--- src/rtl/exec_sequencer_pkg.sv ---
// Shared encodings for the exec_sequencer control slice: FSM states, opcodes,
// R-type function codes and ALU operation selects.
package seq_pkg;

  typedef enum logic [2:0] {
    ST_IDLE      = 3'd0,
    ST_FETCH     = 3'd1,
    ST_DECODE    = 3'd2,
    ST_EXECUTE   = 3'd3,
    ST_WRITEBACK = 3'd4,
    ST_HALTED    = 3'd5
  } state_t;

  localparam logic [5:0] OP_RTYPE = 6'h00;
  localparam logic [5:0] OP_LI    = 6'h01;
  localparam logic [5:0] OP_HALT  = 6'h3F;

  localparam logic [5:0] FN_ADD = 6'h20;
  localparam logic [5:0] FN_SUB = 6'h22;
  localparam logic [5:0] FN_AND = 6'h24;
  localparam logic [5:0] FN_OR  = 6'h25;
  localparam logic [5:0] FN_SLT = 6'h2A;
  localparam logic [5:0] FN_SLL = 6'h00;
  localparam logic [5:0] FN_SRL = 6'h02;

  localparam logic [3:0] ALU_AND = 4'd0;
  localparam logic [3:0] ALU_OR  = 4'd1;
  localparam logic [3:0] ALU_ADD = 4'd2;
  localparam logic [3:0] ALU_SLL = 4'd3;
  localparam logic [3:0] ALU_SRL = 4'd4;
  localparam logic [3:0] ALU_SUB = 4'd6;
  localparam logic [3:0] ALU_SLT = 4'd7;

endpackage

--- src/rtl/exec_sequencer_if.sv ---
// Instruction-memory fetch handshake: req held until ack, rdata valid with ack.
interface exec_sequencer_if #(parameter int PC_W = 32);
  logic            req;
  logic [PC_W-1:0] addr;
  logic            ack;
  logic [31:0]     rdata;

  modport master (output req, output addr, input ack, input rdata);
  modport slave  (input req, input addr, output ack, output rdata);
endinterface

--- src/rtl/exec_sequencer_decode.sv ---
// Combinational instruction decode: opcode/fn to ALU select, writeback source,
// halt and illegal flags.
module seq_decode
  import seq_pkg::*;
(
  input  logic [5:0] opcode,
  input  logic [5:0] fn,
  output logic [3:0] alu_control,
  output logic       alu_to_reg,
  output logic       is_halt,
  output logic       illegal
);

  always_comb begin
    alu_control = ALU_AND;
    alu_to_reg  = 1'b0;
    is_halt     = 1'b0;
    illegal     = 1'b0;
    case (opcode)
      OP_RTYPE: begin
        alu_to_reg = 1'b1;
        case (fn)
          FN_ADD:  alu_control = ALU_ADD;
          FN_SUB:  alu_control = ALU_SUB;
          FN_AND:  alu_control = ALU_AND;
          FN_OR:   alu_control = ALU_OR;
          FN_SLT:  alu_control = ALU_SLT;
          FN_SLL:  alu_control = ALU_SLL;
          FN_SRL:  alu_control = ALU_SRL;
          default: illegal     = 1'b1;
        endcase
      end
      OP_LI:   alu_to_reg = 1'b0;
      OP_HALT: is_halt    = 1'b1;
      default: illegal    = 1'b1;
    endcase
  end

endmodule

--- src/rtl/exec_sequencer.sv ---
// Multi-cycle fetch/decode/execute/writeback sequencer.
// Optional retired-instruction counter enabled by SEQ_PERF_CNT_EN.
//
// state     | meaning
// IDLE      | after reset, waiting for start
// FETCH     | imem_req high, waiting for ack or timeout
// DECODE    | instr decoded; illegal pulses here
// EXECUTE   | ALU controls valid, no write
// WRITEBACK | RegWrite high, PC += 4
// HALTED    | HALT opcode or fetch timeout; waits for start
module exec_sequencer
  import seq_pkg::*;
#(
  parameter int              PC_W          = 32,
  parameter logic [PC_W-1:0] RESET_PC      = '0,
  parameter int              FETCH_TIMEOUT = 16
) (
  input  logic                    Clk,
  input  logic                    Reset,
  input  logic                    start,
  exec_sequencer_if.master        imem,
  output logic [31:0]             instr,
  output logic                    RegWrite,
  output logic                    ALUtoReg,
  output logic [3:0]              ALU_Control,
  output logic                    busy,
  output logic                    halted,
  output logic                    illegal,
  output logic                    fault
`ifdef SEQ_PERF_CNT_EN
  ,
  output logic [31:0]             retired_cnt
`endif
);

  localparam int              TO_W    = $clog2(FETCH_TIMEOUT);
  localparam logic [TO_W-1:0] TO_LOAD = TO_W'(FETCH_TIMEOUT - 1);

  state_t          state, state_next;
  logic [PC_W-1:0] pc;
  logic [TO_W-1:0] to_cnt;
  logic [3:0]      dec_alu;
  logic            dec_a2r, dec_halt, dec_illegal;

  seq_decode u_decode (
    .opcode      (instr[31:26]),
    .fn          (instr[5:0]),
    .alu_control (dec_alu),
    .alu_to_reg  (dec_a2r),
    .is_halt     (dec_halt),
    .illegal     (dec_illegal)
  );

  always_ff @(posedge Clk or negedge Reset) begin
    if (!Reset) state <= ST_IDLE;
    else        state <= state_next;
  end

  always_comb begin
    state_next  = state;
    imem.req    = 1'b0;
    RegWrite    = 1'b0;
    ALUtoReg    = 1'b0;
    ALU_Control = ALU_AND;
    busy        = 1'b1;
    halted      = 1'b0;
    illegal     = 1'b0;
    case (state)
      ST_IDLE, ST_HALTED: begin
        busy   = 1'b0;
        halted = (state == ST_HALTED);
        if (start) state_next = ST_FETCH;
      end
      ST_FETCH: begin
        imem.req = 1'b1;
        if (imem.ack)         state_next = ST_DECODE;
        else if (to_cnt == '0) state_next = ST_HALTED;
      end
      ST_DECODE: begin
        illegal = dec_illegal;
        if (dec_halt)         state_next = ST_HALTED;
        else if (dec_illegal) state_next = ST_FETCH;
        else                  state_next = ST_EXECUTE;
      end
      ST_EXECUTE: begin
        ALU_Control = dec_alu;
        ALUtoReg    = dec_a2r;
        state_next  = ST_WRITEBACK;
      end
      ST_WRITEBACK: begin
        ALU_Control = dec_alu;
        ALUtoReg    = dec_a2r;
        RegWrite    = 1'b1;
        state_next  = ST_FETCH;
      end
      default: state_next = ST_IDLE;
    endcase
  end

  assign imem.addr = pc;

  // Timeout is a down-counter reloaded on every entry into FETCH.
  always_ff @(posedge Clk or negedge Reset) begin
    if (!Reset) begin
      pc     <= RESET_PC;
      instr  <= '0;
      fault  <= 1'b0;
      to_cnt <= TO_LOAD;
    end else begin
      if (state_next == ST_FETCH && state != ST_FETCH) to_cnt <= TO_LOAD;
      else if (state == ST_FETCH && to_cnt != '0)      to_cnt <= to_cnt - 1'b1;
      case (state)
        ST_IDLE, ST_HALTED: if (start) begin
          pc    <= RESET_PC;
          fault <= 1'b0;
        end
        ST_FETCH: begin
          if (imem.ack)          instr <= imem.rdata;
          else if (to_cnt == '0) fault <= 1'b1;
        end
        ST_DECODE:    if (dec_illegal) pc <= pc + PC_W'(4);
        ST_WRITEBACK: pc <= pc + PC_W'(4);
        default: ;
      endcase
    end
  end

`ifdef SEQ_PERF_CNT_EN
  always_ff @(posedge Clk or negedge Reset) begin
    if (!Reset)                                                retired_cnt <= '0;
    else if ((state == ST_IDLE || state == ST_HALTED) && start) retired_cnt <= '0;
    else if (state == ST_WRITEBACK)                            retired_cnt <= retired_cnt + 32'd1;
  end
`endif

endmodule

--- src/flat_wrapper.sv ---
// flat-port wrapper written by rule: the top's interface ports become plain ports
module exec_sequencer_flat import seq_pkg::*;
#(
  parameter int              PC_W          = 32,
  parameter logic [PC_W-1:0] RESET_PC      = '0,
  parameter int              FETCH_TIMEOUT = 16
)
  (Clk, Reset, start, instr, RegWrite, ALUtoReg, ALU_Control, busy, halted, illegal, fault, imem_req, imem_addr, imem_ack, imem_rdata);
  exec_sequencer_if #(.PC_W(PC_W)) imem_i ();
  input  logic Clk;
  input  logic Reset;
  input  logic start;
  output logic [31:0] instr;
  output logic RegWrite;
  output logic ALUtoReg;
  output logic [3:0] ALU_Control;
  output logic busy;
  output logic halted;
  output logic illegal;
  output logic fault;
  output wire logic [$bits(imem_i.req)-1:0] imem_req;
  output wire logic [$bits(imem_i.addr)-1:0] imem_addr;
  input wire logic [$bits(imem_i.ack)-1:0] imem_ack;
  input wire logic [$bits(imem_i.rdata)-1:0] imem_rdata;
  assign imem_req = imem_i.req;
  assign imem_addr = imem_i.addr;
  assign imem_i.ack = imem_ack;
  assign imem_i.rdata = imem_rdata;
  exec_sequencer #(.PC_W(PC_W), .RESET_PC(RESET_PC), .FETCH_TIMEOUT(FETCH_TIMEOUT)) u_core (.Clk(Clk), .Reset(Reset), .start(start), .imem(imem_i), .instr(instr), .RegWrite(RegWrite), .ALUtoReg(ALUtoReg), .ALU_Control(ALU_Control), .busy(busy), .halted(halted), .illegal(illegal), .fault(fault));
endmodule
--- config.mk ---
export PLATFORM = sky130hd
export DESIGN_NAME = exec_sequencer_flat
export DESIGN_NICKNAME = d
export VERILOG_FILES = /design/src/rtl/exec_sequencer_pkg.sv /design/src/rtl/exec_sequencer_if.sv /design/src/rtl/exec_sequencer_decode.sv /design/src/rtl/exec_sequencer.sv /design/src/flat_wrapper.sv
export SDC_FILE = /design/constraint.sdc
export NUM_CORES = 1
export LEC_CHECK = 0
export CAP_MARGIN = 5
export CELL_PAD_IN_SITES_DETAIL_PLACEMENT = 0
export CELL_PAD_IN_SITES_GLOBAL_PLACEMENT = 1
export CORE_UTILIZATION = 39
export CTS_BUF_LIST = sky130_fd_sc_hd__clkbuf_4
export CTS_CLUSTER_DIAMETER = 30
export DETAILED_ROUTE_END_ITERATION = 16
export GPL_ROUTABILITY_DRIVEN = 0
export PLACE_DENSITY = 0.93
export SYNTH_ARGS = -nofsm -noshare
export SYNTH_HDL_FRONTEND = slang
export SYNTH_SLANG_ARGS = --single-unit
--- constraint.sdc ---
create_clock -name Clk -period 4.9 [get_ports Clk]
set_input_delay 0.98 -clock Clk [delete_from_list [all_inputs] [get_ports Clk]]
set_output_delay 0.98 -clock Clk [all_outputs]
set_load 0.01 [all_outputs]
==> summary.txt, run 1 <==
Floorplan
  – Die height: 97.1 microns
  – Die area: 9420 sq um
  – Core area: 8720 sq um
  – Initial Util: 40.4%
  – Die Span X: 97.1 microns
  – Row Count: 34
  – I/O pin count: 111

Clock tree
  – Clock Path Buffers: 2
  – CTS-repair resized insts: 0
  – Htree depth: 3
  – Total clock sinks: 70
  – TritonCTS Buffers: 9
  – Worst-path clk slew: 0.11 ns
  – Root buf cell: clkbuf_4
  – Post-CTS Setup Repair Bufs: 0
  – CTS tree: done
  – Clock latency on the worst-skew pair: 0.41 ns
  – Hold_buf cts: 0

Power
  – Clock power frac: 18.2%
  – Seq pwr share: 39.0%
  – P_int: 0.00150 W
  – VDD IR max: 0.320 mV
  – Combinational fraction of design power: 42.8%
  – Psw: 0.000841 W
  – Switching share of total power: 35.9%
  – P_leak: 1.88 nW
  – Power per cell area: 487 nW/um^2

Synth
  – Synth area leader: dfrtp_1
  – Ys Warns: 0
  – Synth cell types: 43
  – Post-synth top flop: dfrtp_1
  – Avg Synthesized Cell Area: 10.2 sq um
  – Gate Count Post-Synth: 346
  – Top cells by area, synth: dfrtp_1 47%, mux2_2 10%, a21oi_1 4.3%
  – Number of synthesized flops with an enable pin: 0
  – Post-Syn Area: 3520 sq um
  – Flops & latches, synth: 70
  – Post-synth top area share: 46.9%
  – Top cells by count, synth: 66 x dfrtp_1, 32 x mux2_2, 30 x a21oi_1
  – Seq/Total Area, Yosys: 49.9%
  – Most numerous cell in the Yosys netlist: dfrtp_1
  – Async S/R FF share, synth: 100%

Timing
  – Final setup TNS: 0 ns
  – Crit share post-route: 81.8%
  – Slew headroom: 36.7%
  – Min Clock Period, post-route: 4.01 ns
  – # setup viols final: 0
  – Slew @ Worst Pin: 0.941 ns
  – Hold slack: 0.517 ns
  – Final Max Slew Viols: 0
  – Fmax achieved: 249 MHz
  – Worst Skew: 0.0152 ns
  – Final Hold Viols: 0
  – RSZ-0062 raised after global routing: no

Place
  – Inst Count DP: 545
  – Number of port buffers: 107
  – Detail Placement HPWL: 6.05 mm

Critical path
  – Maximum fanout along the worst path: 4
  – Crit end category: output pin
  – Kind of critical path: flip-flop to output pin
  – CP required: 3.92 ns
  – WP data arrival: 3.03 ns
  – Type of origin of the critical path: flip-flop

Cells and area
  – Syn-to-layout area delta: 36.5%
  – Final non-filler cell total: 561
  – Fillcell total: 757
  – Number of nets in the layout: 486
  – Share of cells above drive strength 1: 12.8%
  – ANT cells: 0

Detailed routing
  – Initial DRC count: 119
  – Drt wl/cell: 15.7 microns
  – Total routed wirelength: 8.80 mm
  – Drt drc: 0
  – Pre-Repair DR Iteration Count: 4
  – Vias per cell: 5.54
  – Detailed-route via count: 3108
  – ANT nets after route: 0

Worst hold path
  – Hold Crit Class: flip-flop to flip-flop

GRT
  – Number of global-route vias before repair: 3099
  – Remaining global-route overflow: 0
  – Global-route wire length before repair: 14.9 mm
  – Initial antenna violation count: 0
  – Pin count of the biggest net entering global routing: 71
  – GRT Overall Usage: 19.5%

Flow run
  – Max-cap violations: 0

Run status
  – Outcome: finished clean
[final cells by class]
type	instances	area [sq um]	share of cell area, %
clock inverter	6	86.3	1.79
clock buffer	10	75.1	1.56
inverter	11	41.3	0.858
sequential	70	1760	36.5
multi-input combinational	246	1630	33.8
tap	108	135	2.81
timing repair buffer	110	1090	22.6
[layout by cell type, fill, tap and decap left out, types with 10 or more instances in the layout]
cell type | netlist | final
inv_1 | 11 | 11
nand3_1 | 13 | 13
clkbuf_4 | 0 | 10
mux2_2 | 32 | 32
o31ai_1 | 16 | 16
or3_1 | 14 | 14
clkdlybuf4s50_1 | 0 | 106
nand2_1 | 26 | 26
dfrtp_1 | 66 | 66
nand4_1 | 12 | 12
nor2_1 | 15 | 15
o21ai_0 | 16 | 16
or4_1 | 14 | 14
a21oi_1 | 30 | 30
[flip-flops by register name (all words and copies together) (netlist names)]
signal and flops:
u_core.fault 1, u_core.to_cnt 4, u_core.state 3, u_core.imem.addr 30, u_core.instr 32
[kinds of logic (layout without fill, tap and decap cells)]
logic type      after synthesis  count (layout)  share of synthesized area [%]
flops                        70              70                           49.9
fa+ha+maj                     2               2                          0.710
xor+xnor                      3               3                          0.746
other cells                   1               3                          0.106
simple gates                125             125                           19.7
compound gates               81              81                           14.5
mux                          32              32                           10.2
buf+inv                      32             137                           4.15
[path summary, 6_finish.rpt]
kind	startpoint	end	slack, ns	cells past startpoint
min in group asynchronous	Reset	u_core.imem.addr[20]$_DFFE_PN0P_	0.74	2
setup / recovery	u_core.instr[31]$_DFFE_PN0P_	ALU_Control[1]	0.89	5
hold reg to reg	u_core.instr[24]$_DFFE_PN0P_	u_core.instr[24]$_DFFE_PN0P_	0.52	1
setup reg to reg	u_core.imem.addr[2]$_DFFE_PN0P_	u_core.imem.addr[21]$_DFFE_PN0P_	2.25	5
max in group asynchronous	Reset	u_core.instr[24]$_DFFE_PN0P_	3.51	2
hold / removal	u_core.instr[24]$_DFFE_PN0P_	u_core.instr[24]$_DFFE_PN0P_	0.52	1
[power by group through the flow]
stage / sequential, W / clock, W / combinational, W
3_5_place_dp: 0.000922 / 0 / 0.00101
2_1_floorplan: 0.000940 / 0 / 0.000504
3_3_place_gp: 0.000906 / 0 / 0.000994
6_report: 0.000914 / 0.000427 / 0.00100
5_1_grt: 0.000945 / 0.000460 / 0.00110
4_1_cts: 0.000913 / 0.000439 / 0.00102
[metal layers]
metal	vias up	global-route usage [%]	routed length [microns]
li1	1494	-	-
met1	1479	24.1	3810
met2	124	30.8	3960
met3	11	7.55	881
met4	0	7.35	143
met5	-	0	0
[per-stage QoR]
step	util, %	cell area [sq um]	total power, W	setup WS (ns)
after global placement	53.3	4650	0.00190	1.39
after floorplan	-	3530	0.00144	1.81
final	55.2	4810	0.00234	0.891
after global routing	55.2	4810	0.00250	0.831
after CTS	55.2	4810	0.00237	0.867
after detailed placement	53.3	4650	0.00193	1.31
[worst max-delay path: stages, from the launching register on]
cell	delay (ns)
dfrtp_1	0.42
or4_1	0.56
or3_4	0.37
or3_1	0.40
nor4_1	0.28
clkdlybuf4s50_1	0.60
No activity file was read; power rests on OpenSTA's default activity.
==> inputs of run 2 (changes only) <==
Settings changed: CORE_UTILIZATION 39 to 36, PLACE_DENSITY 0.93 to 0.87.
Clock period 4.9 ns to 3.7 ns, I/O delays scaled along.
==> summary.txt, run 2 (synthesized netlist as in run 1, its figures left out) <==
Run status
  – Outcome: finished clean

Clock tree
  – Htree depth: 3 (unchanged)
  – Total clock sinks: 70 (unchanged)
  – Hold_buf cts: 0 (unchanged)
  – CTS tree: done
  – TritonCTS Buffers: 9 (unchanged)
  – Post-CTS Setup Repair Bufs: 0 (unchanged)
  – Root buf cell: clkbuf_4
  – Clock latency on the worst-skew pair: 0.39 ns (-0.02 ns)
  – Worst-path clk slew: 0.11 ns (about the same)
  – Clock Path Buffers: 2 (unchanged)

GRT
  – Global-route wire length before repair: 15.0 mm (+0.93%)
  – Number of global-route vias before repair: 3099 (unchanged)
  – Initial antenna violation count: 0 (unchanged)
  – Remaining global-route overflow: 0 (unchanged)
  – M2 GR Usage: 29.8% (-1.0 points)
  – M1 GR Usage: 23.1% (-0.93 points)
  – Pin count of the biggest net entering global routing: 59 (-17%)
  – GRT Overall Usage: 18.9% (-0.58 points)
  – GR peak layer: met2
  – GR Layer Usage met3: 8.67% (+1.1 points)

Critical path
  – R2R Path End: u_core.imem.addr[14]$_DFFE_PN0P_
  – CP required: 2.96 ns (-0.96 ns)
  – Kind of critical path: flip-flop to output pin
  – Type of origin of the critical path: flip-flop
  – Maximum fanout along the worst path: 4 (unchanged)
  – R2R Setup Slk: 1.09 ns (-1.16 ns)
  – Reg2reg path depth: 5 (unchanged)
  – Critical-path cell list: or4_1 > or3_4 > or3_1 > nor2_1 > clkdlybuf4s50_1
  – Crit end category: output pin
  – Reg2reg start: u_core.instr[31]$_DFFE_PN0P_
  – WP data arrival: 2.82 ns (-0.21 ns)
  – CP peak stage delay: 0.56 ns (-0.04 ns)
  – Slowest CP cell: clkdlybuf4s50_1
  – Count of buffer and inverter cells on the critical path: 1 (unchanged)
  – CP delay by family, top: simple AND/OR/NAND/NOR gates

Cells and area
  – Final Cell Area: 4910 sq um (+2.1%)
  – Commonest non-fill, non-tap cell in the layout: clkdlybuf4s50_1
  – Most flops, register: u_core.instr
  – Syn-to-layout area delta: 39.4%
  – Number of flip-flops in the largest register: 32 (unchanged)
  – Share of cells above drive strength 1: 13.3% (+0.54 points)
  – Fillcell total: 879 (+16%)
  – Most frequent cells in the layout: 104 x clkdlybuf4s50_1, 66 x dfrtp_1, 32 x mux2_2
  – Number of nets in the layout: 490 (+0.82%)
  – ANT cells: 0 (unchanged)
  – Final non-filler cell total: 586 (+4.5%)
  – Final core occ: 52.4% (-2.8 points)

Detailed routing
  – ANT nets after route: 0 (unchanged)
  – Detailed-route via count: 3152 (+1.4%)
  – Pre-Repair DR Iteration Count: 4 (unchanged)
  – Drt drc: 0 (unchanged)
  – Initial DRC count: 93 (-22%)
  – Vias per cell: 5.38 (-2.9%)
  – Total routed wirelength: 9.10 mm (+3.4%)
  – Drt wl/cell: 15.5 microns (-1.0%)

Floorplan
  – Die height: 101 microns (+4.0%)
  – Die Span X: 101 microns (+4.0%)
  – Die area: 10200 sq um (+8.2%)
  – I/O pin count: 111 (unchanged)
  – Core area: 9370 sq um (+7.5%)
  – Initial Util: 37.6% (-2.8 points)
  – Row Count: 35 (+2.9%)

Timing
  – Crit share post-route: 96.2%
  – Fmax achieved: 281 MHz
  – Final Max Slew Viols: 0 (unchanged)
  – Final Hold Viols: 0 (unchanged)
  – Min Clock Period, post-route: 3.56 ns
  – Slew headroom: 49.5% (+13 points)
  – Final setup TNS: 0 ns (unchanged)
  – Slew @ Worst Pin: 0.750 ns (-0.191 ns)
  – # setup viols final: 0 (unchanged)
  – Worst Skew: 0.0114 ns (-0.00379 ns)
  – RSZ-0062 raised after global routing: no

Power
  – VDD IR max: 0.481 mV (+50%)
  – Power per cell area: 660 nW/um^2 (+35%)
  – P_leak: 1.94 nW (+3.3%)

Place
  – Detail Placement HPWL: 6.45 mm (+6.6%)
  – Inst Count DP: 570 (+4.6%)
  – Placed Instance Area: 4710 sq um (+1.2%)
  – Number of port buffers: 107 (unchanged)

Flow run
  – Max-cap violations: 0 (unchanged)

Worst hold path
  – Hold Crit Class: input pin to async pin
## run 2: layout make-up
class	instances	area, sq um	share of cell area (%)
sequential	70	1760	35.8
multi-input combinational	246	1630	33.1
timing repair buffer	114	1120	22.8
tap	129	161	3.29
clock inverter	7	136	2.78
clock buffer	9	67.6	1.38
inverter	11	41.3	0.841
## run 2: metrics by stage
step	setup slack (ns)	hold WS [ns]	total power, W
CTS	0.0762	0.189	0.00327
global route	0.00615	0.195	0.00345
global placement	0.440	0.490	0.00253
finish	0.141	0.212	0.00324
detailed placement	0.399	0.496	0.00258
floorplan	0.849	0.444	0.00191
## run 2: worst register-to-register path: stages, from the launching register on
cell and delay (ns):
dfrtp_1 0.42, or4_1 0.55, or3_4 0.37, o221a_4 0.47, or4_1 0.59, a21oi_1 0.15
## run 2: worst max-delay path by stage
stage                                 start             end  slack [ns]  depth (start not counted)
5_1_grt        u_core.instr[31]$_DFFE_PN0P_  ALU_Control[2]       0.006                          5
6_report       u_core.instr[31]$_DFFE_PN0P_  ALU_Control[2]        0.14                          5
2_1_floorplan  u_core.instr[31]$_DFFE_PN0P_  ALU_Control[1]        0.85                          4
4_1_cts        u_core.instr[31]$_DFFE_PN0P_  ALU_Control[0]        0.08                          5
3_5_place_dp   u_core.instr[31]$_DFFE_PN0P_  ALU_Control[1]        0.40                          5
3_3_place_gp   u_core.instr[31]$_DFFE_PN0P_  ALU_Control[1]        0.44                          5
## run 2: timing repair
item,4_1_cts,5_1_grt
pin swaps,0,0
endpoints found under the setup margin,1,1
gates resized for setup,1,1
## run 2: where the power goes
part	leakage (nW)	switching (W)	internal, W
sequential	0.891	0.000219	0.000992
combinational	0.942	0.000614	0.000735
clock	0.105	0.000276	0.000407
total	1.94	0.00111	0.00213
## run 2: per-layer routing
layer	part of all wire, %	up-vias
met5	0	-
met4	0.84	0
met3	11	8
met2	45	115
met1	43	1537
li1	-	1492
